===== config.mk =====
export PLATFORM = sky130hd
export DESIGN_NAME = counter_sequencer
export DESIGN_NICKNAME = d
export VERILOG_FILES = /design/src/rtl/counter_sequencer.sv
export SDC_FILE = /design/constraint.sdc
export NUM_CORES = 1
export LEC_CHECK = 0
export CAP_MARGIN = 30
export CORE_MARGIN = 2
export CORE_UTILIZATION = 30
export DETAILED_ROUTE_END_ITERATION = 8
export GPL_ROUTABILITY_DRIVEN = 0
export PLACE_DENSITY = 0.62
export SLEW_MARGIN = 20
export SYNTH_ARGS = -nofsm -noshare
export SYNTH_HDL_FRONTEND = slang
export SYNTH_SLANG_ARGS = --single-unit
export TNS_END_PERCENT = 10

===== constraint.sdc =====
create_clock -name clk -period 2 [get_ports clk]
set_clock_uncertainty 0.05 [all_clocks]
set_input_delay 0.4 -clock clk [delete_from_list [all_inputs] [get_ports clk]]
set_output_delay 0.4 -clock clk [all_outputs]
set_load 0.05 [all_outputs]

===== src/rtl/counter_sequencer.sv =====
// counter_sequencer: start/stop/pause controlled up-counter with one-shot or auto-reload terminal count
module counter_sequencer #(
    parameter int WIDTH  = 4,
    parameter int PWIDTH = 4
) (
    input  logic              clk,
    input  logic              rst,
    input  logic              start,
    input  logic              stop,
    input  logic              pause,
    input  logic              auto_reload,
    input  logic [WIDTH-1:0]  limit,
    output logic [WIDTH-1:0]  count_out,
    output logic [1:0]        state_out,
    output logic              busy,
    output logic              done,
    output logic              tc_pulse,
    output logic [PWIDTH-1:0] periods
);
    typedef enum logic [1:0] {IDLE = 2'b00, RUN = 2'b01, HOLD = 2'b10, DONE = 2'b11} state_t;
    state_t           state;
    logic [WIDTH-1:0] limit_q;
    logic             reload_q;
    logic             launch;
    assign launch    = start && (limit != '0);
    assign state_out = state;
    assign busy      = (state == RUN) || (state == HOLD);
    assign done      = state == DONE;
    always_ff @(posedge clk or posedge rst) begin
        if (rst) begin
            state     <= IDLE;
            count_out <= '0;
            periods   <= '0;
            tc_pulse  <= 1'b0;
            limit_q   <= '0;
            reload_q  <= 1'b0;
        end else if (stop) begin
            state     <= IDLE;
            count_out <= '0;
            periods   <= '0;
            tc_pulse  <= 1'b0;
        end else begin
            tc_pulse <= 1'b0;
            case (state)
                IDLE, DONE: if (launch) begin
                    limit_q   <= limit;
                    reload_q  <= auto_reload;
                    periods   <= '0;
                    count_out <= '0;
                    state     <= RUN;
                end
                RUN: if (pause) state <= HOLD;
                    else if (count_out == limit_q) begin
                        tc_pulse <= 1'b1;
                        periods  <= periods + 1'b1;
                        if (reload_q) count_out <= '0;
                        else state <= DONE;
                    end else count_out <= count_out + 1'b1;
                HOLD: if (!pause) state <= RUN;
            endcase
        end
    end
endmodule


==> results.sh <==
export IMPL_place_area_sq_um=1410
export IMPL_cts_sinks=16
export IMPL_wire_per_inst_um=13.5
export IMPL_diodes=0
export IMPL_critical_path_class="in2reg"
export IMPL_rows=21
export IMPL_critPathCaptureType="flip-flop"
export IMPL_grt_pass1_vias=907
export IMPL_syn2layout_area_growth_pct=45.0
export IMPL_die_h_um=62.2
export IMPL_syn_area_per_cell_sq_um=10.9
export IMPL_post_route_min_period_ps=2000
export IMPL_cp_arrival_ps=2140
export IMPL_viasPerCell=5.05
export IMPL_hold_buffers=0
export IMPL_relSlewSlack_pct=66.5
export IMPL_yosys_warnings=0
export IMPL_p_leak_nw=0.698
export IMPL_ir_drop_mv=0.406
export IMPL_rrSetupSlack_ps=50
export IMPL_gr_total_overflow=0
export IMPL_power_density_nw_per_um2=1320
export IMPL_cts_buffer_depth=2
export IMPL_synth_seq_area_share_pct=39.4
export IMPL_startpoint_type="input pin"
export IMPL_initial_core_util_pct=30.9
export IMPL_critPathCapture="periods[3]"
export IMPL_finalHoldViolCount=0
export IMPL_crit_fanout=8
export IMPL_insertion_delay_ps=290
export IMPL_ys_types=37
export IMPL_worstPathCellList="clkdlybuf4s50_1 > o41ai_2 > buf_4 > a221o_2 > o31a_1 > o221a_2"
export IMPL_wirelength_um=2410
export IMPL_postSynthCellCount=93
export IMPL_cp_slowest_stage_delay_ps=530
export IMPL_root_buffer="clkbuf_4"
export IMPL_synth_nets=108
export IMPL_grt_max_degree=11
export IMPL_detailed_place_hpwl_um=1930
export IMPL_die_width_um=62.2
export IMPL_cp_required_ps=2130
export IMPL_cts_tree="done"
export IMPL_crit_slowest_cell="clkdlybuf4s50_1"
export IMPL_finalSetupViolations=1
export IMPL_coreArea_sq_um=3280
export IMPL_max_freq_mhz=500
export IMPL_cts_setup_buffers=0
export IMPL_ant_nets=0
export IMPL_finalMaxSlewViolations=0
export IMPL_tns_ps=-1.85
export IMPL_grt_pass1_wl_um=4100
export IMPL_timing_final_crit_share_pct=100
export IMPL_cts_made_buffers=3
export IMPL_route_detailed_drc=0
export IMPL_multi_input_area_sq_um=621
export IMPL_worstReg2RegEnd="periods[3]"
export IMPL_violations="negative setup slack"
export IMPL_drt_iter0_markers=17
export IMPL_fin_ws_ps=-1.85
export IMPL_drive_above_1_share_pct=40.2
export IMPL_final_cell_area_sq_um=1470
export IMPL_nets=148
export IMPL_vias=899
export IMPL_grtUsageTotal_pct=13.1
export IMPL_hp_class="in2async"
export IMPL_clk_pin_slew_ps=100
export IMPL_port_buffers=22
export IMPL_antenna_found_initial=0
export IMPL_reg2reg_depth=6
export IMPL_seq_area_sq_um=403
export IMPL_dieArea_sq_um=3870
export IMPL_cap_viol_max_count=0
export IMPL_dr_pass1_iters=4
export IMPL_h_tree_depth=1
export IMPL_synth_area_sq_um=1020
export IMPL_synth_seq_cells=16
export IMPL_rr_startpoint="state_out[1]"
export IMPL_rsz0062_at_grt="true"
export IMPL_outcome="finished, violations left"
export IMPL_worst_pin_slew_ps=501
export IMPL_io_pins=23
export IMPL_critPathLaunch="limit[1]"
export IMPL_fill_cells=317
==> flip-flops by register name (all words and copies together), names as in the netlist <==
register   count
tc_pulse       1
limit_q        4
reload_q       1
periods        4
state_out      2
count_out      4
==> Yosys cell counts (all sizes together) <==
master / instances / area, sq um
a41oi: 1 / 16.3
ha: 5 / 62.6
mux2i: 1 / 10.0
o211ai: 3 / 22.5
a221o: 1 / 11.3
nand2: 4 / 15.0
o32ai: 1 / 8.76
o41ai: 1 / 8.76
a2111oi: 1 / 8.76
mux2: 8 / 93.8
buf: 2 / 15.0
a211o: 1 / 8.76
nand2b: 2 / 12.5
nor3: 3 / 15.0
nor2b: 1 / 6.26
o21ai: 1 / 5.00
o31a: 1 / 8.76
nand4: 1 / 12.5
a221oi: 2 / 23.8
a21boi: 1 / 7.51
or4: 1 / 11.3
a311oi: 1 / 26.3
o211a: 2 / 20.0
o2111ai: 1 / 8.76
nand3: 5 / 25.0
o221a: 1 / 11.3
nor4: 1 / 6.26
xnor2: 4 / 35.0
dfrtp: 16 / 400
inv: 8 / 30.0
a21o: 1 / 7.51
a211oi: 2 / 15.0
nor2: 5 / 18.8
a22o: 2 / 17.5
a21oi: 2 / 10.0
==> worst max-delay path, delay by kind of cell <==
| kind | cells | cell delay, ps |
|---|---|---|
| AO/OA/AOI/OAI | 4 | 1060 |
| buffers and inverters | 2 | 670 |
==> what timing repair did <==
action / CTS / global route
gates resized for setup: 1 / 7
setup endpoints to repair: 3 / 10
pin swaps: 1 / 2
==> kinds of logic (layout without fill, tap and decap cells) <==
kind of cell               after synthesis  in the layout  share of synthesized area [%]
AOI/OAI and AO/OA                       26             26                           24.3
adders and majority gates                5              5                           6.16
xor gates and xnor gates                 4              4                           3.45
DFF                                     16             16                           39.4
and+or+nand+nor                         23             23                           12.1
buffers and inverters                   10             49                           4.43
muxes                                    9              9                           10.2
==> worst min-delay path by stage <==
stage	endpoint	slack, ps	cells after the start
after detailed placement	limit_q[2]	480	1
after global routing	count_out[1]	320	2
after CTS	count_out[1]	310	2
after global placement	limit_q[0]	470	1
final	count_out[0]	290	2
after floorplan	count_out[0]	260	1
==> metal layers <==
layer / global-route usage (%) / vias up / part of all wire [%]
met3: 3.08 / 5 / 4.9
met5: 0 / - / 0
met2: 22.0 / 21 / 50
met4: 5.83 / 0 / 1.7
met1: 16.1 / 438 / 44
li1: - / 435 / -
==> where the power goes <==
part	switching [mW]	internal, mW	leakage, nW
registers	0.0994	0.411	0.207
logic	0.671	0.546	0.469
clock network	0.112	0.111	0.0210
total	0.882	1.07	0.698
==> per-stage QoR <==
| step | hold slack, ps | cells | setup WS (ps) | total power [mW] | util [%] |
|---|---|---|---|---|---|
| floorplan | 264 | 93 | 4.25 | 1.29 | - |
| global placement | 470 | 174 | -270 | 1.69 | 42.8 |
| detailed placement | 480 | 174 | -310 | 1.71 | 42.8 |
| CTS | 310 | 178 | 6.56 | 1.94 | 44.1 |
| global route | 319 | 178 | -26.4 | 2.08 | 44.8 |
| finish | 294 | 178 | -1.85 | 1.95 | 44.8 |
==> cell type report <==
class | count | share of cell area (%)
well taps | 46 | 3.91
flip-flops and latches | 16 | 27.4
clock buffers | 4 | 2.46
inverters | 8 | 2.04
repair buffers | 37 | 22.1
multi-input cells | 67 | 42.1
==> placed cells by master (no fill, tap or decap), types with 2 or more instances in the layout <==
master and instances:
ha_4 2, xnor2_1 4, clkdlybuf4s50_1 8, nand3_1 5
nor3_1 2, mux2_2 7, a22o_1 2, inv_1 7
nand2_1 4, buf_4 25, dlymetal6s2s_1 3, clkbuf_4 3
nor2_1 5, nand2b_1 2, a211oi_1 2, dfrtp_2 2
o211a_1 2, o211ai_1 3, a21oi_1 2, dfrtp_1 14
ha_1 3
Note: power is estimated with default switching activity, not from simulation.
